### src/rtl/pc_pkg.sv
// Shared constants for the program-counter unit: next-PC select codes,
// sequencer state encoding and default geometry.
package pc_pkg;

   localparam int DEFAULT_AW        = 5;
   localparam int DEFAULT_RAS_DEPTH = 4;

   localparam logic [2:0] SEL_SEQ  = 3'd0;
   localparam logic [2:0] SEL_SKIP = 3'd1;
   localparam logic [2:0] SEL_JUMP = 3'd2;
   localparam logic [2:0] SEL_CALL = 3'd3;
   localparam logic [2:0] SEL_RET  = 3'd4;
   localparam logic [2:0] SEL_HOLD = 3'd5;

   localparam logic [0:0] ST_RUN    = 1'b0;
   localparam logic [0:0] ST_HALTED = 1'b1;

endpackage

### src/rtl/pc_sequencer_if.sv
// Control-unit <-> PC sequencer bundle: flow-control requests in, fetch address
// and status out.
interface pc_sequencer_if
   import pc_pkg::*;
#(
   parameter int AW        = DEFAULT_AW,
   parameter int RAS_DEPTH = DEFAULT_RAS_DEPTH
);
   localparam int CW = $clog2(RAS_DEPTH) + 1;

   // No valid/ready handshake: every request is a level sampled on each rising
   // edge and is either acted on or dropped by priority; there is no backpressure.
   logic          stall;
   logic          halt;
   logic          skip;
   logic          jump;
   logic          call;
   logic          ret;
   logic [AW-1:0] jump_addr;

   logic [AW-1:0] pc;
   logic          halted;
   logic [CW-1:0] ras_count;
   logic          ras_overflow;
   logic          ras_underflow;
   logic [0:0]    state;

   modport master (
      output stall, halt, skip, jump, call, ret, jump_addr,
      input  pc, halted, ras_count, ras_overflow, ras_underflow, state
   );

   modport slave (
      input  stall, halt, skip, jump, call, ret, jump_addr,
      output pc, halted, ras_count, ras_overflow, ras_underflow, state
   );

endinterface

### src/rtl/pc_sequencer_ras_stack.sv
// Return-address LIFO. Full push and empty pop are ignored here; the caller
// turns them into sticky error flags.
module ras_stack #(
   parameter int W     = 5,
   parameter int DEPTH = 4,
   localparam int PW   = $clog2(DEPTH),
   localparam int CW   = PW + 1
) (
   input  logic          clk,
   input  logic          rst,
   input  logic          push,
   input  logic          pop,
   input  logic [W-1:0]  din,
   output logic [W-1:0]  top,
   output logic          full,
   output logic          empty,
   output logic [CW-1:0] count
);
   logic [W-1:0]  mem [DEPTH];
   logic [CW-1:0] cnt_q;
   logic [PW-1:0] wr_idx;
   logic [PW-1:0] top_idx;

   // DEPTH is a power of two, so the low bits of the count wrap cleanly.
   assign wr_idx  = cnt_q[PW-1:0];
   assign top_idx = wr_idx - PW'(1);
   assign full    = (cnt_q == CW'(DEPTH));
   assign empty   = (cnt_q == '0);
   assign count   = cnt_q;
   assign top     = mem[top_idx];

   always_ff @(posedge clk or posedge rst) begin
      if (rst) begin
         cnt_q <= '0;
      end else if (push && !full) begin
         cnt_q <= cnt_q + CW'(1);
      end else if (pop && !empty) begin
         cnt_q <= cnt_q - CW'(1);
      end
   end

   always_ff @(posedge clk) begin
      if (push && !full) begin
         mem[wr_idx] <= din;
      end
   end

endmodule

### src/rtl/pc_sequencer.sv
// Program-counter unit: priority-decodes flow-control requests into a next-PC
// select, keeps the RUN/HALTED state and the sticky stack error flags.
module pc_sequencer
   import pc_pkg::*;
#(
   parameter int            AW         = DEFAULT_AW,
   parameter int            RAS_DEPTH  = DEFAULT_RAS_DEPTH,
   parameter logic [AW-1:0] RESET_ADDR = '0
) (
   input logic           clk,
   input logic           rst,
   pc_sequencer_if.slave bus
);
   localparam int CW = $clog2(RAS_DEPTH) + 1;

   logic [AW-1:0] pc_q;
   logic [AW-1:0] pc_d;
   logic [AW-1:0] pc_plus1;
   logic [AW-1:0] pc_plus2;
   logic [AW-1:0] ras_top;
   logic [0:0]    state_q;
   logic [0:0]    state_d;
   logic [2:0]    sel;
   logic          ovf_q;
   logic          unf_q;
   logic          ras_full;
   logic          ras_empty;
   logic          push;
   logic          pop;
   logic [CW-1:0] ras_count;

   assign pc_plus1 = pc_q + AW'(1);
   assign pc_plus2 = pc_q + AW'(2);

   // Halt only takes effect when not stalled; the halting edge itself holds pc.
   always_comb begin
      sel     = SEL_SEQ;
      state_d = state_q;
      if (state_q == ST_HALTED || bus.stall) begin
         sel = SEL_HOLD;
      end else if (bus.halt) begin
         sel     = SEL_HOLD;
         state_d = ST_HALTED;
      end else if (bus.ret) begin
         sel = SEL_RET;
      end else if (bus.call) begin
         sel = SEL_CALL;
      end else if (bus.jump) begin
         sel = SEL_JUMP;
      end else if (bus.skip) begin
         sel = SEL_SKIP;
      end
   end

   always_comb begin
      pc_d = pc_q;
      case (sel)
         SEL_SEQ:  pc_d = pc_plus1;
         SEL_SKIP: pc_d = pc_plus2;
         SEL_JUMP: pc_d = bus.jump_addr;
         SEL_CALL: pc_d = ras_full  ? pc_plus1 : bus.jump_addr;
         SEL_RET:  pc_d = ras_empty ? pc_plus1 : ras_top;
         default:  pc_d = pc_q;
      endcase
   end

   assign push = (sel == SEL_CALL) && !ras_full;
   assign pop  = (sel == SEL_RET)  && !ras_empty;

   always_ff @(posedge clk or posedge rst) begin
      if (rst) begin
         pc_q    <= RESET_ADDR;
         state_q <= ST_RUN;
         ovf_q   <= 1'b0;
         unf_q   <= 1'b0;
      end else begin
         pc_q    <= pc_d;
         state_q <= state_d;
         ovf_q   <= ovf_q | ((sel == SEL_CALL) && ras_full);
         unf_q   <= unf_q | ((sel == SEL_RET) && ras_empty);
      end
   end

   ras_stack #(
      .W     (AW),
      .DEPTH (RAS_DEPTH)
   ) u_ras (
      .clk   (clk),
      .rst   (rst),
      .push  (push),
      .pop   (pop),
      .din   (pc_plus1),
      .top   (ras_top),
      .full  (ras_full),
      .empty (ras_empty),
      .count (ras_count)
   );

   assign bus.pc            = pc_q;
   assign bus.halted        = (state_q == ST_HALTED);
   assign bus.ras_count     = ras_count;
   assign bus.ras_overflow  = ovf_q;
   assign bus.ras_underflow = unf_q;
   assign bus.state         = state_q;

endmodule

### src/flat_wrapper.sv
// flat-port wrapper written by rule: the top's interface ports become plain ports
module pc_sequencer_flat import pc_pkg::*;
#(
   parameter int            AW         = DEFAULT_AW,
   parameter int            RAS_DEPTH  = DEFAULT_RAS_DEPTH,
   parameter logic [AW-1:0] RESET_ADDR = '0
)
  (clk, rst, bus_stall, bus_halt, bus_skip, bus_jump, bus_call, bus_ret, bus_jump_addr, bus_pc, bus_halted, bus_ras_count, bus_ras_overflow, bus_ras_underflow, bus_state);
  pc_sequencer_if #(.AW(AW), .RAS_DEPTH(RAS_DEPTH)) bus_i ();
  input logic clk;
  input logic rst;
  input wire logic [$bits(bus_i.stall)-1:0] bus_stall;
  input wire logic [$bits(bus_i.halt)-1:0] bus_halt;
  input wire logic [$bits(bus_i.skip)-1:0] bus_skip;
  input wire logic [$bits(bus_i.jump)-1:0] bus_jump;
  input wire logic [$bits(bus_i.call)-1:0] bus_call;
  input wire logic [$bits(bus_i.ret)-1:0] bus_ret;
  input wire logic [$bits(bus_i.jump_addr)-1:0] bus_jump_addr;
  output wire logic [$bits(bus_i.pc)-1:0] bus_pc;
  output wire logic [$bits(bus_i.halted)-1:0] bus_halted;
  output wire logic [$bits(bus_i.ras_count)-1:0] bus_ras_count;
  output wire logic [$bits(bus_i.ras_overflow)-1:0] bus_ras_overflow;
  output wire logic [$bits(bus_i.ras_underflow)-1:0] bus_ras_underflow;
  output wire logic [$bits(bus_i.state)-1:0] bus_state;
  assign bus_i.stall = bus_stall;
  assign bus_i.halt = bus_halt;
  assign bus_i.skip = bus_skip;
  assign bus_i.jump = bus_jump;
  assign bus_i.call = bus_call;
  assign bus_i.ret = bus_ret;
  assign bus_i.jump_addr = bus_jump_addr;
  assign bus_pc = bus_i.pc;
  assign bus_halted = bus_i.halted;
  assign bus_ras_count = bus_i.ras_count;
  assign bus_ras_overflow = bus_i.ras_overflow;
  assign bus_ras_underflow = bus_i.ras_underflow;
  assign bus_state = bus_i.state;
  pc_sequencer #(.AW(AW), .RAS_DEPTH(RAS_DEPTH), .RESET_ADDR(RESET_ADDR)) u_core (.clk(clk), .rst(rst), .bus(bus_i));
endmodule
### config.mk
export PLATFORM = sky130hd
export DESIGN_NAME = pc_sequencer_flat
export DESIGN_NICKNAME = d
export VERILOG_FILES = /design/src/rtl/pc_pkg.sv /design/src/rtl/pc_sequencer_if.sv /design/src/rtl/pc_sequencer_ras_stack.sv /design/src/rtl/pc_sequencer.sv /design/src/flat_wrapper.sv
export SDC_FILE = /design/constraint.sdc
export NUM_CORES = 1
export LEC_CHECK = 0
export CELL_PAD_IN_SITES_DETAIL_PLACEMENT = 1
export CELL_PAD_IN_SITES_GLOBAL_PLACEMENT = 2
export CORE_MARGIN = 3
export CORE_UTILIZATION = 30
export DETAILED_ROUTE_END_ITERATION = 12
export MAX_ROUTING_LAYER = met4
export PLACE_DENSITY_LB_ADDON = 0.3
export RECOVER_POWER = 50
export SKIP_LAST_GASP = 1
export SYNTH_ARGS = -nofsm -noshare
export SYNTH_HDL_FRONTEND = slang
export SYNTH_SLANG_ARGS = --single-unit
### constraint.sdc
create_clock -name clk -period 5.1 [get_ports clk]
set_input_delay 1.02 -clock clk [delete_from_list [all_inputs] [get_ports clk]]
set_output_delay 1.02 -clock clk [all_outputs]
set_load 0.05 [all_outputs]
# Yosys cells after proc, flatten, opt, wreduce, memory -nomap -nowiden

Memories as Yosys holds them, arrays and structs flattened.
Cells that the tools add are included.
Widths: inputs -> output; s select.

Register bits: 11
Latch bits: 0
Memory bits (writable): 20
ROM bits: 0
Bits of input ports: 13
Output and inout bits: 12
Word-level logic and storage cells: 46
Memories: 1

Memories:

| memory           | words | width | rd ports | clocked after memory_dff | write ports | RTL line                     | RTL |
|---|---|---|---|---|---|---|---|
| u_core.u_ras.mem | 4     | 5     | 1        | 0                        | 1           | pc_sequencer_ras_stack.sv:19 | `logic [W-1:0] mem [DEPTH];` |

Add/sub/neg operators: 5
Multipliers: 0
Divide/modulo/power cells: 0
$lt $le $gt $ge: 0
Equality and inequality tests: 5
Shift-type cells: 0
Multiplexer cells: 13
Bitwise operators: 3
Reduce and logical (&&, ||, !) cells: 14

Operator list:

| operator            | number |
|---|---|
| $pmux 5 s5          | 1 |
| $mux 3              | 7 |
| $mux 5              | 2 |
| $eq 3x2->1 const B  | 2 |
| $eq 3x3->1 const B  | 2 |
| $logic_and 1x1->1   | 6 |
| $logic_not 3->1     | 2 |
| $add 5x1->5 const B | 1 |
| $add 5x2->5 const B | 1 |
| $reduce_bool 5->1   | 1 |
| $add 3x1->3 const B | 1 |
| $eq 3x1->1 const B  | 1 |
| $mux 1              | 3 |
| $sub 3x1->3 const B | 1 |
| $logic_not 1->1     | 2 |
| $or 1x1->1          | 2 |
| $reduce_and 2->1    | 1 |
| $reduce_bool 2->1   | 1 |
| $sub 2x1->2 const B | 1 |
| $logic_or 1x1->1    | 1 |
| $not 1->1           | 1 |

# Longest topological paths before layout

Gate-level depths: netlist of the first run.

Depth in word-level cells: 11
Depth in mapped cells: 9
Mapped depth without buffers: 8

# Cells and area by module

Synthesis of the first run repeated with hierarchy kept, for this count alone.

Cells, all modules: 144
Area, all modules: 1751.7 µm²

By module, submodules not included:

| module       | times used | cells each | area each (µm²) | sequential area each (µm²) |
|---|---|---|---|---|
| ras_stack    | 1          | 67         | 1076.0          | 675.6 |
| pc_sequencer | 1          | 77         | 675.6           | 200.2 |

# Least setup slack after synthesis of the first run

OpenSTA, ideal clock, no wires.

Path kind: input to register
Start: input port bus_stall
End: register u_core.u_ras.cnt_q[2] (netlist: u_core.u_ras.count[2])
Setup time: 0.124 ns
Arrival: 2.661 ns
Data required time: 4.976 ns
Path slack: 2.315 ns
Stages on the path: 8
Path buffers: 0
Cell sequence: nor3_2 > nand3b_1 > a21oi_1 > xnor2_1 > ha_1 > nor4_1 > o21ai_0 > o31a_1

Cells in the longest elaborated chain, start to end: 6
Elaborated cells between the ends (all ways): 10
Classes of those cells: 2 x eq/ne; 2 x mux; 6 x reduce/logical

Ends and longest elaborated chain:

| element                                            | RTL line                                                   | RTL |
|---|---|---|
| start: declaration                                 | flat_wrapper.sv:12                                         | `input wire logic [$bits(bus_i.stall)-1:0] bus_stall;` |
| $logic_or 1x1->1 (*)                               | pc_sequencer.sv:39                                         | `if (state_q == ST_HALTED \|\| bus.stall) begin` |
| $mux 3 (*)                                         | pc_sequencer.sv:39                                         |  |
| $eq 3x2->1 / $eq 3x3->1 (equally long branches)    | pc_sequencer.sv:67, pc_sequencer.sv:68                     |  |
| $logic_and 1x1->1 (on tied branches)               | pc_sequencer.sv:67, pc_sequencer.sv:68                     |  |
| $logic_and 1x1->1 (on tied branches)               | pc_sequencer_ras_stack.sv:35, pc_sequencer_ras_stack.sv:37 |  |
| $mux 3 / $reduce_bool 2->1 (equally long branches) | -                                                          |  |
| end signal: assignment                             | pc_sequencer_ras_stack.sv:36                               | `cnt_q <= cnt_q + CW'(1);` |
| end signal: assignment                             | pc_sequencer_ras_stack.sv:38                               | `cnt_q <= cnt_q - CW'(1);` |
| end: declaration                                   | pc_sequencer_ras_stack.sv:20                               | `logic [CW-1:0] cnt_q;` |

Mark *: on every way between the ends. The rest lies on a longest branch, timed or not.
A chain may end at the register's enable or synchronous reset.

# Worst setup path after layout of the first run

Same ends and word-level chain as after synthesis.

==> out/summary.txt, run 1 <==
Final-report setup violation count: 0
Switching share of total power: 36.41%
Worst min path class: flip-flop to flip-flop
Overflow after GRT: 0
Via Count: 1,202
Initial antenna violation count: 0
Tot GR Track Use: 14.90%
First-pass GRT wire length: 6941 microns
Crit Path Class: input pin to flip-flop
Final GP Congestion: 0.7753
Synth warnings: 0
Hold buffers post-CTS: 0
Cell taking the most area after synthesis: edfxtp_1
Register share of total power: 42.4%
Vias in the first global route: 1,324
Peak VDD IR: 0.2100 mV
Worst Path Arrival: 3.65 ns
Final critical-path required period: 3.482 ns
Clock power share: 23.7%
Fillers: 583
Worst setup EP type: flip-flop
Fin. max-slew vios: 0
CP peak stage delay: 0.59 ns
Leakage power total: 0.0007695 uW
Setup_tns: 0 ns
Slew HR: 55.63%
Critical path launch point type: input pin
Highest clock rate: 0.2872 GHz
CP max-delay cell: dlygate4sd3_1
RSZ-0062 raised after global routing: no
Port bufs: 24
Layout Skew: 0.004796 ns
Layout area overhead: 22.26%
# IOs: 25
Via density: 5.115
Site Rows: 26
Flops & latches, synth: 31
H-tree Lvls: 2
Clock slew at reported path FFs: 0.07 ns
Combinational share of power: 33.9%
Die width: 80.84 microns
Worst-skew pair later-pin latency: 0.28 ns
Core ar.: 0.005270 sq mm
Net Switching: 290.5 uW
Cell-internal power: 507.5 uW
Data required time at the worst endpoint: 5.27 ns
Chip Height: 80.84 microns
Drt wl/cell: 18.31 microns
Max-cap violations: 0
Average size of a mapped cell: 12.09 sq um
Cells after synthesis: 139
Period utilization: 68.28%
Nets: 184
CP max FO: 8
Clk sinks: 31
Register area share after synthesis: 52.12%
Critical-path cell list: dlygate4sd3_1 > nor3_2 > nand3b_1 > a21oi_1 > xnor2_1 > ha_1 > nor4_1 > o21ai_0 > o31a_1
Layout cells sized above 1: 12.12%
Measured slew at the worst slew-check pin: 0.6595 ns
Synth top area share: 35.74%
Post-CTS sizing: 0
Final hold vios: 0
Syn nets: 159
Routed Antenna Nets: 0
Initial Util: 31.89%
PD cells: 388.4 mW/mm^2
# DRC: 0
Die ar.: 0.006535 sq mm
DR iter-0 viols: 59
Clock root cell: clkbuf_8
Postcts setup bufs: 0
CTS tree: done
Largest net degree at the start of global routing: 12
Cell area after synthesis: 0.001680 sq mm
Dpl hpwl: 3222 microns
CTS Buf Count: 5
Synth unique cells: 42
Synth top area cells: edfxtp_1 36%, dfrtp_1 16%, mux4_2 5.4%
Final Hold Slack: 0.4629 ns
Status: finished clean
# diodes: 0
DR pass1 iterations: 4
Routed WL: 4303 microns
Max Buffers Root-to-Sink: 2
[stage by stage]
stage,instances,setup slack (ns),cell area [sq um],total power (uW),util [%]
after floorplan,139,2.315,1680,522.6,-
final,235,1.618,2054,797.9,38.98
after detailed placement,227,1.445,1974,615.4,37.46
after CTS,235,1.738,2059,807.0,39.08
after global placement,227,1.591,1974,610.3,37.46
after global routing,235,1.384,2054,844.4,38.98
[power groups by stage]
stage               Sequential, uW  Clock, uW  Combinational, uW
floorplan                      382          0                140
global placement               343          0                268
detailed placement             344          0                272
CTS                            339        195                274
global route                   343        206                295
finish                         338        189                270
[cell families (layout without fill, tap and decap cells)]
kind of cell,Yosys count,in the layout,synth area share [%]
and+or+nand+nor,41,41,13.92
DFF,31,31,52.12
AOI/OAI and AO/OA,28,28,11.10
buffers and inverters,13,39,3.574
muxes,12,12,10.42
adders and majority gates,7,7,5.212
xor gates and xnor gates,7,7,3.649
[flip-flops by register name, summed over array words and instances (netlist names)]
| signal | flops |
|---|---|
| u_core.bus.ras_overflow | 1 |
| u_core.bus.pc | 5 |
| u_core.bus.ras_underflow | 1 |
| u_core.u_ras.count | 3 |
| u_core.u_ras.mem | 20 |
| u_core.bus.halted | 1 |
[cell type report]
cell class	instances	area (sq um)	share of cell area [%]
well taps	70	87.58	4.263
clock inverters	2	12.51	0.6090
flip-flops and latches	31	875.8	42.63
repair buffers	24	240.2	11.69
multi-input cells	95	739.5	35.99
clock buffers	6	72.57	3.532
inverters	7	26.28	1.279
[cells in the mapped netlist, drive strengths merged]
| cell type | count |
|---|---|
| nor3 | 3 |
| a22oi | 2 |
| nand3b | 1 |
| a222oi | 1 |
| clkbuf | 4 |
| mux2i | 4 |
| xor2 | 2 |
| nor3b | 1 |
| ha | 7 |
| a31oi | 1 |
| dfrtp | 11 |
| or2 | 3 |
| o21ai | 10 |
| edfxtp | 20 |
| mux4 | 4 |
| nor4 | 2 |
| nor2b | 1 |
| o31a | 1 |
| o22ai | 1 |
| xnor2 | 5 |
| and2 | 4 |
| mux2 | 4 |
| and3 | 1 |
| a21oi | 4 |
| o311a | 1 |
| or3 | 4 |
| o21a | 1 |
| nand3 | 3 |
| inv | 7 |
| buf | 2 |
| nand2 | 8 |
| nor2 | 8 |
| a221oi | 1 |
| a22o | 1 |
| a21o | 2 |
| nand2b | 2 |
| o211ai | 2 |
[cells in the final DEF, fill, tap and decap left out, types with 5 or more instances in the layout]
cell type | synthesis | routed
edfxtp_1 | 20 | 20
clkdlybuf4s50_1 | 0 | 18
dfrtp_1 | 11 | 11
nand2_1 | 8 | 8
o21ai_0 | 8 | 8
nor2_1 | 7 | 7
inv_1 | 7 | 7
ha_1 | 7 | 7
dlygate4sd3_1 | 0 | 6
xnor2_1 | 5 | 5
clkbuf_8 | 0 | 5
[per-layer routing]
metal	share of wire, %	vias up	GRT usage (%)
li1	-	568	-
met1	47	612	18.82
met2	49	20	23.97
met3	3.0	2	3.548
met4	0.56	0	4.054
met5	0	-	-
[worst max-delay path, delay by kind of cell]
family / cells / cell delay, ns
and+or+nand+nor: 3 / 1.06
AOI/OAI and AO/OA: 3 / 0.64
buffers and inverters: 1 / 0.59
adders and majority gates: 1 / 0.22
xor gates and xnor gates: 1 / 0.12
[path summary, 6_finish.rpt]
check / start / end / slack, ns / cells past startpoint
hold / removal: u_core.bus.ras_underflow / u_core.bus.ras_underflow / 0.46 / 1
hold reg to reg: u_core.bus.ras_underflow / u_core.bus.ras_underflow / 0.46 / 1
setup reg to reg: u_core.bus.halted / u_core.u_ras.count[2] / 2.53 / 8
setup / recovery: bus_stall / u_core.u_ras.count[2] / 1.62 / 9
max in group asynchronous: rst / u_core.u_ras.count[0] / 3.55 / 2
min in group asynchronous: rst / u_core.u_ras.count[1] / 1.21 / 2
Power figures use the tool's default switching activity.
==> run 2: changes to the inputs <==
Clock period 5.1 ns to 3.5 ns, I/O delays scaled along.
==> run 2 against run 1 <==
Effect of this change:
- die area is the same
- flip-flop and latch count is the same
- design area up 1.9%
- critical path depth stayed put
- via count down 1.9%
- routed wire length is 0.98% higher
- sequential power grew 45%
- register-to-register slack lost 1.7 ns
- non-clock buffer count grew 1
- critical path type unchanged
- final cell count increased by 0.43%
- worst setup slack worse by 1.1 ns
- global-route usage increased by 0.14 points
==> out/summary.txt, run 2 (same netlist as run 1, synthesis figures left out) <==
Clock root cell: clkbuf_8
Overflow after GRT: 0 (unchanged)
DR pass1 iterations: 4 (unchanged)
RR Endpoint: u_core.u_ras.count[2]
Drt wl/cell: 18.41 microns (+0.55%)
Initial antenna violation count: 0 (unchanged)
Critical-path cell list: dlygate4sd3_1 > nor3_2 > nand3b_1 > a21oi_1 > xnor2_1 > ha_1 > nor4_1 > o21ai_0 > o31a_1
Vias in the first global route: 1,296 (-2.1%)
Final WS setup: 0.5595 ns (-1.058 ns)
Final GP Congestion: 0.7733 (-0.26%)
Slew HR: 49.26% (-6.4 points)
Max-cap violations: 0 (unchanged)
Via density: 4.996 (-2.3%)
Tot GR Track Use: 15.04% (+0.14 points)
Most common cell after layout, fill and taps aside: edfxtp_1
CP max-delay cell: dlygate4sd3_1
Port bufs: 24 (unchanged)
H-tree Lvls: 2 (unchanged)
Most frequent cells in the layout: 20 x edfxtp_1, 19 x clkdlybuf4s50_1, 11 x dfrtp_1
PD cells: 596.4 mW/mm^2 (+54%)
Fin. max-slew vios: 0 (unchanged)
Critical R2R Launch: u_core.u_ras.count[0]
Max reg flops: 20 (unchanged)
Critical Path Source: bus_stall
Peak VDD IR: 0.3351 mV (+60%)
Period utilization: 84.01%
Via Count: 1,179 (-1.9%)
Biggest register: u_core.u_ras.mem
Data required time at the worst endpoint: 3.67 ns (-1.60 ns)
First-pass GRT wire length: 7031 microns (+1.3%)
Final-report setup violation count: 0 (unchanged)
Die width: 80.84 microns (unchanged)
Layout area overhead: 24.65%
Slack of the worst reg-to-reg path: 0.83 ns (-1.70 ns)
Setup_tns: 0 ns (unchanged)
Crit Path Class: input pin to flip-flop
Met2 WL: 2146 microns (+1.1%)
CP peak stage delay: 0.60 ns (about the same)
Layout Skew: 0.006850 ns (+0.002054 ns)
Chip Height: 80.84 microns (unchanged)
Worst Path Arrival: 3.11 ns (-0.54 ns)
Worst setup EP type: flip-flop
Worst-skew pair later-pin latency: 0.28 ns (about the same)
# DRC: 0 (unchanged)
DR WL met3: 140 microns (+8.5%)
RSZ-0062 raised after global routing: no
Cell depth of the worst flop-to-flop path: 8 (unchanged)
Fillers: 594 (+1.9%)
Max Buffers Root-to-Sink: 2 (unchanged)
CP Capture Point: u_core.u_ras.count[2]
Highest clock rate: 0.3401 GHz
Hold buffers post-CTS: 0 (unchanged)
Dpl hpwl: 3340 microns (+3.7%)
Clock slew at reported path FFs: 0.07 ns (about the same)
Status: finished clean
Final hold vios: 0 (unchanged)
Layout cells sized above 1: 13.86% (+1.7 points)
Post-CTS sizing: 0 (unchanged)
DR iter-0 viols: 41 (-31%)
Largest net degree at the start of global routing: 12 (unchanged)
Leakage power total: 0.0007933 uW (+3.1%)
Critical path launch point type: input pin
Die ar.: 0.006535 sq mm (unchanged)
Site Rows: 26 (unchanged)
DR top layer: met4
Final critical-path required period: 2.941 ns
Dpl ws: 0.3536 ns (-1.092 ns)
CTS tree: done
WL met1: 2007 microns (-0.89%)
Measured slew at the worst slew-check pin: 0.7541 ns (+0.09460 ns)
# diodes: 0 (unchanged)
Routed WL: 4345 microns (+0.98%)
Routed Antenna Nets: 0 (unchanged)
CTS Buf Count: 5 (unchanged)
Postcts setup bufs: 0 (unchanged)
Clk sinks: 31 (unchanged)
CP max FO: 6 (-2)
Initial Util: 31.89% (unchanged)
Worst min path class: flip-flop to flip-flop
# IOs: 25 (unchanged)
Nets: 185 (+0.54%)
Core ar.: 0.005270 sq mm (unchanged)
[run 2: area by class of cell]
cell class                      count  area [sq um]  area share, %
Clock inverter                      3         43.79          2.091
Inverter                            7         26.28          1.254
Sequential cell                    31         875.8          41.82
Tap cell                           70         87.58          4.182
Clock buffer                        5         68.82          3.286
Timing Repair Buffer               25         247.7          11.83
Multi-Input combinational cell     95         744.5          35.54
[run 2: layer usage]
| metal | vias up | global-route usage [%] |
|---|---|---|
| met3 | 7 | 3.548 |
| met5 | - | - |
| met4 | 0 | 4.054 |
| li1 | 567 | - |
| met2 | 22 | 23.40 |
| met1 | 583 | 19.69 |
[run 2: how the worst min path moves through the flow]
stage	to	slack [ns]	from	cells past startpoint
after floorplan	u_core.bus.halted	0.55	rst	1
after detailed placement	u_core.bus.ras_underflow	0.45	u_core.bus.ras_underflow	1
after global routing	u_core.bus.ras_overflow	0.48	u_core.bus.ras_overflow	1
final	u_core.bus.ras_underflow	0.46	u_core.bus.ras_underflow	1
after global placement	u_core.bus.ras_underflow	0.45	u_core.bus.ras_underflow	1
after CTS	u_core.bus.ras_underflow	0.47	u_core.bus.ras_underflow	1
[run 2: worst max-delay path, delay by kind of cell]
kind                     cells  cell delay (ns)
AND/OR/NAND/NOR              3             0.77
AO/OA/AOI/OAI                3             0.68
buffers and inverters        1             0.60
adder cells (fa/ha/maj)      1             0.22
XOR/XNOR                     1             0.13
[run 2: stage by stage]
| stage | area [sq um] | cells | power, uW | util, % | hold slack [ns] |
|---|---|---|---|---|---|
| 6_report | 2095 | 236 | 1249 | 39.74 | 0.4596 |
| 5_1_grt | 2095 | 236 | 1320 | 39.74 | 0.4775 |
| 4_1_cts | 2095 | 236 | 1264 | 39.74 | 0.4698 |
| 3_5_place_dp | 1982 | 228 | 907.7 | 37.61 | 0.4535 |
| 3_3_place_gp | 1982 | 228 | 891.2 | 37.61 | 0.4485 |
| 2_1_floorplan | 1680 | 139 | 761.5 | - | 0.5524 |
[run 2: where the power goes]
group / leakage (uW) / switching [uW] / total, uW / internal [uW]
clock network: 0.0000581 / 143 / 355 / 212
registers: 0.000314 / 52.4 / 490 / 437
logic: 0.000421 / 241 / 404 / 164
